<file path="src/rtl/ysyx_22050854_pkg.sv">
// Shared types and constants for the GPR write-back path: data width, register
// count and the write-back source identifier used by the arbiter.
package ysyx_22050854_pkg;

    localparam int XLEN = 64;
    localparam int NREG = 32;
    localparam int AW   = $clog2(NREG);

    typedef logic [AW-1:0]   gpr_addr_t;
    typedef logic [XLEN-1:0] xlen_t;

    typedef enum logic {
        WB_EXU = 1'b0,
        WB_LSU = 1'b1
    } wb_src_e;

    // x0 is hardwired to zero: it is never written and never tracked as busy
    function automatic logic is_x0(input gpr_addr_t addr);
        return addr == '0;
    endfunction

endpackage

</file>
<file path="src/rtl/ysyx_22050854_wb_arbiter_if.sv">
// Bundle of the write-back arbiter's handshake, scoreboard query and register-file
// write signals. The slave side is the arbiter; the master side drives it.
interface ysyx_22050854_wb_arbiter_if;
    import ysyx_22050854_pkg::*;

    logic      exu_valid;
    logic      exu_ready;
    gpr_addr_t exu_rd;
    xlen_t     exu_data;

    logic      lsu_valid;
    logic      lsu_ready;
    gpr_addr_t lsu_rd;
    xlen_t     lsu_data;

    logic      issue_valid;
    gpr_addr_t issue_rd;
    logic      issue_ready;

    gpr_addr_t raddra;
    gpr_addr_t raddrb;
    logic      busy_a;
    logic      busy_b;

    logic      rf_wen;
    gpr_addr_t rf_waddr;
    xlen_t     rf_wdata;

    modport slave (
        input  exu_valid, exu_rd, exu_data,
        input  lsu_valid, lsu_rd, lsu_data,
        input  issue_valid, issue_rd,
        input  raddra, raddrb,
        output exu_ready, lsu_ready, issue_ready,
        output busy_a, busy_b,
        output rf_wen, rf_waddr, rf_wdata
    );

    modport master (
        output exu_valid, exu_rd, exu_data,
        output lsu_valid, lsu_rd, lsu_data,
        output issue_valid, issue_rd,
        output raddra, raddrb,
        input  exu_ready, lsu_ready, issue_ready,
        input  busy_a, busy_b,
        input  rf_wen, rf_waddr, rf_wdata
    );

endinterface

</file>
<file path="src/rtl/ysyx_22050854_scoreboard.sv">
// Per-register busy bits: set when a writer issues, cleared when its result reaches
// the register file. Three combinational read ports for the two sources and issue.
module ysyx_22050854_scoreboard
    import ysyx_22050854_pkg::*;
(
    input  logic      clock,
    input  logic      reset,
    input  logic      set_en,
    input  gpr_addr_t set_addr,
    input  logic      clr_en,
    input  gpr_addr_t clr_addr,
    input  gpr_addr_t raddr_a,
    input  gpr_addr_t raddr_b,
    input  gpr_addr_t raddr_issue,
    output logic      busy_a,
    output logic      busy_b,
    output logic      busy_issue
);

    logic [NREG-1:0] busy_q;
    logic [NREG-1:0] busy_d;

    // Set is applied after clear so a new writer issuing on the same edge as the
    // old result retiring keeps the register marked pending.
    always_comb begin
        busy_d = busy_q;
        if (clr_en) begin
            busy_d[clr_addr] = 1'b0;
        end
        if (set_en && !is_x0(set_addr)) begin
            busy_d[set_addr] = 1'b1;
        end
        busy_d[0] = 1'b0;
    end

    always_ff @(posedge clock) begin
        if (reset) begin
            busy_q <= '0;
        end else begin
            busy_q <= busy_d;
        end
    end

    assign busy_a     = !is_x0(raddr_a)     && busy_q[raddr_a];
    assign busy_b     = !is_x0(raddr_b)     && busy_q[raddr_b];
    assign busy_issue = !is_x0(raddr_issue) && busy_q[raddr_issue];

endmodule

</file>
<file path="src/rtl/ysyx_22050854_wb_arbiter.sv">
// GPR write-port arbiter: round-robin between EXU and LSU results, one registered
// write per cycle, plus the busy scoreboard IDU uses for RAW/WAW stalls.
module ysyx_22050854_wb_arbiter
    import ysyx_22050854_pkg::*;
(
    input logic                          clock,
    input logic                          reset,
    ysyx_22050854_wb_arbiter_if.slave    bus
);

    wb_src_e   last_grant;
    logic      exu_grant;
    logic      lsu_grant;
    logic      xfer;
    gpr_addr_t win_rd;
    xlen_t     win_data;

    logic      rf_wen_q;
    gpr_addr_t rf_waddr_q;
    xlen_t     rf_wdata_q;

    logic      busy_issue;
    logic      issue_ok;
    logic      issue_set;

    // Grants depend only on the valids and last_grant; nothing is accepted while
    // reset is high so a held result is not lost across the reset edge.
    always_comb begin
        exu_grant = 1'b0;
        lsu_grant = 1'b0;
        if (!reset) begin
            if (bus.exu_valid && bus.lsu_valid) begin
                lsu_grant = (last_grant == WB_EXU);
                exu_grant = (last_grant == WB_LSU);
            end else begin
                exu_grant = bus.exu_valid;
                lsu_grant = bus.lsu_valid;
            end
        end
    end

    assign xfer     = exu_grant || lsu_grant;
    assign win_rd   = lsu_grant ? bus.lsu_rd   : bus.exu_rd;
    assign win_data = lsu_grant ? bus.lsu_data : bus.exu_data;

    assign bus.exu_ready = exu_grant;
    assign bus.lsu_ready = lsu_grant;

    // Write stage: an accepted result reaches the register file one cycle later;
    // results aimed at x0 finish the handshake but never assert the write enable.
    always_ff @(posedge clock) begin
        if (reset) begin
            rf_wen_q   <= 1'b0;
            rf_waddr_q <= '0;
            rf_wdata_q <= '0;
            last_grant <= WB_EXU;
        end else begin
            rf_wen_q <= xfer && !is_x0(win_rd);
            if (xfer) begin
                rf_waddr_q <= win_rd;
                rf_wdata_q <= win_data;
                last_grant <= lsu_grant ? WB_LSU : WB_EXU;
            end
        end
    end

    assign bus.rf_wen   = rf_wen_q;
    assign bus.rf_waddr = rf_waddr_q;
    assign bus.rf_wdata = rf_wdata_q;

    assign issue_ok        = is_x0(bus.issue_rd) || !busy_issue;
    assign issue_set       = bus.issue_valid && issue_ok;
    assign bus.issue_ready = issue_ok;

    ysyx_22050854_scoreboard u_scoreboard (
        .clock       (clock),
        .reset       (reset),
        .set_en      (issue_set),
        .set_addr    (bus.issue_rd),
        .clr_en      (rf_wen_q),
        .clr_addr    (rf_waddr_q),
        .raddr_a     (bus.raddra),
        .raddr_b     (bus.raddrb),
        .raddr_issue (bus.issue_rd),
        .busy_a      (bus.busy_a),
        .busy_b      (bus.busy_b),
        .busy_issue  (busy_issue)
    );

endmodule

</file>
<file path="src/flat_wrapper.sv">
// flat-port wrapper written by rule: the top's interface ports become plain ports
module ysyx_22050854_wb_arbiter_flat import ysyx_22050854_pkg::*;
  (clock, reset, bus_exu_valid, bus_exu_rd, bus_exu_data, bus_lsu_valid, bus_lsu_rd, bus_lsu_data, bus_issue_valid, bus_issue_rd, bus_raddra, bus_raddrb, bus_exu_ready, bus_lsu_ready, bus_issue_ready, bus_busy_a, bus_busy_b, bus_rf_wen, bus_rf_waddr, bus_rf_wdata);
  ysyx_22050854_wb_arbiter_if bus_i ();
  input logic clock;
  input logic reset;
  input wire logic [$bits(bus_i.exu_valid)-1:0] bus_exu_valid;
  input wire logic [$bits(bus_i.exu_rd)-1:0] bus_exu_rd;
  input wire logic [$bits(bus_i.exu_data)-1:0] bus_exu_data;
  input wire logic [$bits(bus_i.lsu_valid)-1:0] bus_lsu_valid;
  input wire logic [$bits(bus_i.lsu_rd)-1:0] bus_lsu_rd;
  input wire logic [$bits(bus_i.lsu_data)-1:0] bus_lsu_data;
  input wire logic [$bits(bus_i.issue_valid)-1:0] bus_issue_valid;
  input wire logic [$bits(bus_i.issue_rd)-1:0] bus_issue_rd;
  input wire logic [$bits(bus_i.raddra)-1:0] bus_raddra;
  input wire logic [$bits(bus_i.raddrb)-1:0] bus_raddrb;
  output wire logic [$bits(bus_i.exu_ready)-1:0] bus_exu_ready;
  output wire logic [$bits(bus_i.lsu_ready)-1:0] bus_lsu_ready;
  output wire logic [$bits(bus_i.issue_ready)-1:0] bus_issue_ready;
  output wire logic [$bits(bus_i.busy_a)-1:0] bus_busy_a;
  output wire logic [$bits(bus_i.busy_b)-1:0] bus_busy_b;
  output wire logic [$bits(bus_i.rf_wen)-1:0] bus_rf_wen;
  output wire logic [$bits(bus_i.rf_waddr)-1:0] bus_rf_waddr;
  output wire logic [$bits(bus_i.rf_wdata)-1:0] bus_rf_wdata;
  assign bus_i.exu_valid = bus_exu_valid;
  assign bus_i.exu_rd = bus_exu_rd;
  assign bus_i.exu_data = bus_exu_data;
  assign bus_i.lsu_valid = bus_lsu_valid;
  assign bus_i.lsu_rd = bus_lsu_rd;
  assign bus_i.lsu_data = bus_lsu_data;
  assign bus_i.issue_valid = bus_issue_valid;
  assign bus_i.issue_rd = bus_issue_rd;
  assign bus_i.raddra = bus_raddra;
  assign bus_i.raddrb = bus_raddrb;
  assign bus_exu_ready = bus_i.exu_ready;
  assign bus_lsu_ready = bus_i.lsu_ready;
  assign bus_issue_ready = bus_i.issue_ready;
  assign bus_busy_a = bus_i.busy_a;
  assign bus_busy_b = bus_i.busy_b;
  assign bus_rf_wen = bus_i.rf_wen;
  assign bus_rf_waddr = bus_i.rf_waddr;
  assign bus_rf_wdata = bus_i.rf_wdata;
  ysyx_22050854_wb_arbiter u_core (.clock(clock), .reset(reset), .bus(bus_i));
endmodule
</file>
<file path="config.mk">
export PLATFORM = sky130hd
export DESIGN_NAME = ysyx_22050854_wb_arbiter_flat
export DESIGN_NICKNAME = d
export VERILOG_FILES = /design/src/rtl/ysyx_22050854_pkg.sv /design/src/rtl/ysyx_22050854_wb_arbiter_if.sv /design/src/rtl/ysyx_22050854_scoreboard.sv /design/src/rtl/ysyx_22050854_wb_arbiter.sv /design/src/flat_wrapper.sv
export SDC_FILE = /design/constraint.sdc
export NUM_CORES = 1
export LEC_CHECK = 0
export ABC_AREA = 1
export CORE_MARGIN = 3
export CORE_UTILIZATION = 43
export DETAILED_ROUTE_END_ITERATION = 10
export PLACE_DENSITY_LB_ADDON = 0.05
export SETUP_SLACK_MARGIN = 0.3
export SLEW_MARGIN = 20
export SYNTH_ARGS = -nofsm -noshare
export SYNTH_HDL_FRONTEND = slang
export SYNTH_SLANG_ARGS = --single-unit
export TNS_END_PERCENT = 50
</file>
<file path="constraint.sdc">
create_clock -name clock -period 2.7 [get_ports clock]
set_input_delay 0.81 -clock clock [delete_from_list [all_inputs] [get_ports clock]]
set_output_delay 0.81 -clock clock [all_outputs]
set_load 0.02 [all_outputs]
</file>
After elaboration in Yosys (flattened, before gate mapping)
Index checks and enable logic that the tools add are counted.
Word-level totals
  register bits after elaboration: 103
  input port bits: 158
  output and inout bits: 75
  logic and storage cells: 55
Operators by class
  magnitude comparators: 6
  mux-type cells: 19
  bitwise operators: 4
  reductions and logical operators: 20
Operator list (number)
  32-bit two-way mux: 2
  64-bit two-way mux: 1
  32-bit bitwise AND: 1
  32-bit NOT: 1
  32-bit bitwise OR: 1
  5-bit by 6-bit less-than comparator with 1-bit output, second input constant: 4
  5-bit logical NOT: 4
  1-bit binary-select mux with 5-bit select: 3
  1-bit demux with 5-bit select: 2
  5-bit by 1-bit greater-or-equal comparator with 1-bit output, second input constant: 2
  1-bit two-way mux: 10
  1-bit logical AND: 9
  1-bit logical NOT: 5
  5-bit two-way mux: 1
  1-bit logical OR: 2
  1-bit NOT: 1

Depth between registers and ports, before layout
  depth after elaboration: 9
  mapped depth: 12
  mapped depth without buffers: 10

Hierarchy
Synthesis repeated with hierarchy kept, for this count alone.
Second synthesis, totals
  cell total of the unflattened synthesis: 855
  area, all modules: 5447.7 um^2
Modules (own cells, without submodules)
  ysyx_22050854_wb_arbiter: times used 1, cells an instance 425, area an instance 3101.7 um^2, seq. area each 1421.4 um^2
  ysyx_22050854_scoreboard: times used 1, cells an instance 430, area an instance 2346.0 um^2, seq. area each 620.6 um^2

Least setup slack after synthesis
No wires, ideal clock.
  kind: input to output
  start point: in bus_issue_rd[0]
  end point: out bus_issue_ready
  arrival time: 2.067 ns
  data required time: 1.890 ns
  setup slack: -0.177 ns
  cell stages on the path: 9
  path buffers: 2
  cells stage by stage: buf_6 buf_12 nand2_2 nand2_1 nand2_1 nand2_1 nand2_1 nand2_2 nor4_1
Between the ends
  cells in the longest elaborated chain, start to end: 5
  elaborated cells on any way between the ends: 7
  classes of those cells: mux: 2; reduce/logical: 5
Ends and longest elaborated chain
  start: declaration: line flat_wrapper.sv:14  | input wire logic [$bits(bus_i.issue_rd)-1:0] bus_issue_rd;
  1-bit binary-select mux with 5-bit select / 5-bit logical NOT (equally long branches): line ysyx_22050854_scoreboard.sv:46, ysyx_22050854_pkg.sv:19
  1-bit two-way mux (implied by the code) / 1-bit logical NOT (equally long branches): line ysyx_22050854_scoreboard.sv:46  | assign busy_issue = !is_x0(raddr_issue) && busy_q[raddr_issue];
  1-bit logical AND: line ysyx_22050854_scoreboard.sv:46
  1-bit logical NOT: line ysyx_22050854_wb_arbiter.sv:71  | assign issue_ok = is_x0(bus.issue_rd) || !busy_issue;
  1-bit logical OR (*): line ysyx_22050854_wb_arbiter.sv:71
  end: declaration: line flat_wrapper.sv:19  | output wire logic [$bits(bus_i.issue_ready)-1:0] bus_issue_ready;
Mark *: on every way between the ends. The rest lies on a longest branch, timed or not. The select of a mux whose other input is x is not followed.

Final worst setup path
Ends and elaborated chain as after synthesis.

==> flow_metrics.env <==
export IMPL_die_y_um=118.2
export IMPL_drt_iter0_markers=541
export IMPL_cp_arrival_ns=1.83
export IMPL_clk_latency_ns=0.35
export IMPL_drv_slew=0
export IMPL_preCtsSetupSlack_ns=-0.8979
export IMPL_cap_violations=0
export IMPL_rsz0062_at_grt="yes"
export IMPL_place_inst=1206
export IMPL_drc=0
export IMPL_syn_avg_cell_area_um2=6.640
export IMPL_ir_drop_mv=0.2465
export IMPL_ys_flop_type="dfxtp_1"
export IMPL_grt_max_degree=97
export IMPL_p_leak_nw=3.208
export IMPL_cts_max_level=3
export IMPL_clock_sinks=102
export IMPL_cts_buffer_depth=2
export IMPL_die_area_mm2=0.01397
export IMPL_coreArea_mm2=0.01216
export IMPL_synth_area_leaders="dfxtp_1 38%, nand2_1 20%, a31oi_1 7.6%, o21ai_0 6.1%, a21oi_1 4.8%"
export IMPL_clockRootBuffer="clkbuf_16"
export IMPL_die_w_um=118.2
export IMPL_period_share_pct=97.94
export IMPL_end_kind="output port"
export IMPL_finalNetCount=1221
export IMPL_ys_top_cells_by_count="282 x nand2_1, 102 x dfxtp_1, 66 x a31oi_1, 66 x o21ai_0, 52 x a21oi_1"
export IMPL_routed_top_layer="met5"
export IMPL_track_usage_pct=28.58
export IMPL_synth_top_cell_area_share_pct=37.73
export IMPL_first_pass_iters=7
export IMPL_wl_per_cell_um=16.74
export IMPL_postLayoutSetupSlackWorst_ns=0.05573
export IMPL_worstPathMaxFanout=5
export IMPL_async_reset_ff_share_pct=0
export IMPL_slew_headroom_pct=30.08
export IMPL_place_gp_congestion=0.9727
export IMPL_routed_via_density=5.307
export IMPL_dr_wl_met3_mm=1.840
export IMPL_synth_fp_nets=973
export IMPL_std_cell_rows=40
export IMPL_grt_antenna_before_repair=2
export IMPL_io_pins=233
export IMPL_finalWirelength_mm=20.69
export IMPL_power_density_mw_per_mm2=455.3
export IMPL_cts_buffers=9
export IMPL_grt_pass1_wl_mm=32.10
export IMPL_syn_to_final_growth_pct=57.53
export IMPL_wl_met2_mm=10.11
export IMPL_status="completed"
export IMPL_initial_utilization_pct=44.50
export IMPL_wl_met1_mm=7.897
export IMPL_yosysMostFrequentCell="nand2_1"
export IMPL_grt_pass1_vias=6212
export IMPL_synth_seq_cells=102
export IMPL_clkTransAtPathRegs_ns=0.06
export IMPL_drive_gt1_share_pct=12.27
export IMPL_fin_skew_ns=0.008087
export IMPL_netlist_area_mm2=0.005411
export IMPL_total_power_mw=3.881
export IMPL_final_cells=1236
export IMPL_synth_edf_count=0
export IMPL_final_antenna_net_count=0
export IMPL_io_buffers=232
export IMPL_holdWs_ns=0.4751
export IMPL_critPathRequiredTime_ns=1.89
export IMPL_vias=6559
export IMPL_hold_class="flop to flop"
export IMPL_finalSetupViolCount=0
export IMPL_cts_tree="yes"
export IMPL_yosysUniqueCellTypes=28
export IMPL_tightestPinTransition_ns=1.049
export IMPL_synth_warnings=0
export IMPL_min_period_ns=2.644
export IMPL_critical_path_class="input port to output port"
export IMPL_finalHoldViolCount=0
export IMPL_dp_hpwl_mm=14.98
export IMPL_gr_total_overflow=0
export IMPL_synth_top_cell_by_area="dfxtp_1"
export IMPL_ys_seq_area_share_pct=37.73
export IMPL_fmax_mhz=378.2
export IMPL_synthCells=815
export IMPL_cp_start_kind="input port"
export IMPL_antenna_cells=0
==> sequential cells by signal (all words and copies together) (netlist names) <==
| signal | cells |
|---|---|
| u_core.bus.rf_wen | 1 |
| u_core.last_grant | 1 |
| u_core.bus.rf_waddr | 5 |
| u_core.bus.rf_wdata | 64 |
| u_core.u_scoreboard.busy_q | 31 |
==> cell usage in the layout, fill, tap and decap left out, drive strengths merged <==
cell type and instances:
nand2 293, clkdlybuf4s50 211, dfxtp 102, buf 71
o21ai 69, a31oi 66, a21oi 52, inv 47
nor2 45, nand4 34, nand3 28, clkbuf 11
o211ai 9, nor3 9, dlygate4sd2 6, clkinv 4
o21a 3, clkinvlp 2, o31ai 2, nor4 1
nand3b 1, or2 1, bufinv 1
==> what timing repair did <==
item                                    in CTS  in global routing
hold buffers                                 0                  0
setup buffers                               10                  0
cloned                                       4                  0
pin swaps                                   21                 20
gates resized for setup                    105                 10
endpoints found under the setup margin      37                 12
==> cell type report <==
type / instances / area (µm²)
clock buffer: 11 / 232.7
clock inverter: 5 / 50.05
fill: 1121 / 3637
inverter: 47 / 188.9
multi-input combinational: 613 / 2952
sequential: 102 / 2042
tap: 168 / 210.2
timing repair buffer: 288 / 2834
timing repair inverter: 2 / 15.01
==> routing by layer <==
| metal | vias up | track usage (%) |
|---|---|---|
| li1 | 3244 | - |
| met1 | 2977 | 33.10 |
| met2 | 279 | 49.48 |
| met3 | 55 | 7.608 |
| met4 | 4 | 12.45 |
| met5 | - | 0 |
==> kinds of logic after synthesis <==
logic type	count (synthesis)	synth area share [%]
and+or+nand+nor	412	32.30
DFF	102	37.73
buffers and inverters	100	9.202
AOI/OAI and AO/OA	201	20.76
==> report_power, final <==
| group | internal (mW) | switching (mW) | total, mW |
|---|---|---|---|
| Combinational | 0.492 | 0.468 | 0.960 |
| Sequential | 1.59 | 0.0546 | 1.64 |
| Clock | 0.714 | 0.567 | 1.28 |
| Total | 2.79 | 1.09 | 3.88 |
==> metrics by stage <==
| stage | cell area [µm²] | setup TNS [ns] | util (%) |
|---|---|---|---|
| 2_1_floorplan | 5446 | 0 | - |
| 3_3_place_gp | 8013 | -10.42 | 65.88 |
| 3_5_place_dp | 8013 | -11.11 | 65.88 |
| 4_1_cts | 8491 | 0 | 69.81 |
| 5_1_grt | 8524 | -0.05946 | 70.09 |
| 6_report | 8524 | 0 | 70.09 |
==> worst paths after layout <==
check                                 start                             end  slack [ns]  cells past startpoint
min reg2reg          u_core.bus.rf_wdata[5]          u_core.bus.rf_wdata[5]        0.48                      2
max reg2reg  u_core.u_scoreboard.busy_q[23]  u_core.u_scoreboard.busy_q[15]        0.66                     11
min                  u_core.bus.rf_wdata[5]          u_core.bus.rf_wdata[5]        0.48                      2
max                         bus_issue_rd[0]                 bus_issue_ready        0.06                     10
==> critical path: stages <==
cell and delay [ns]:
buf_12 0.13, buf_12 0.13, nand2_2 0.04, nand2_1 0.04
nand2_1 0.05, nand2_1 0.05, nand2_1 0.06, nand2_2 0.08
nor4_4 0.27, buf_4 0.18
(Power assumes the default switching activity.)
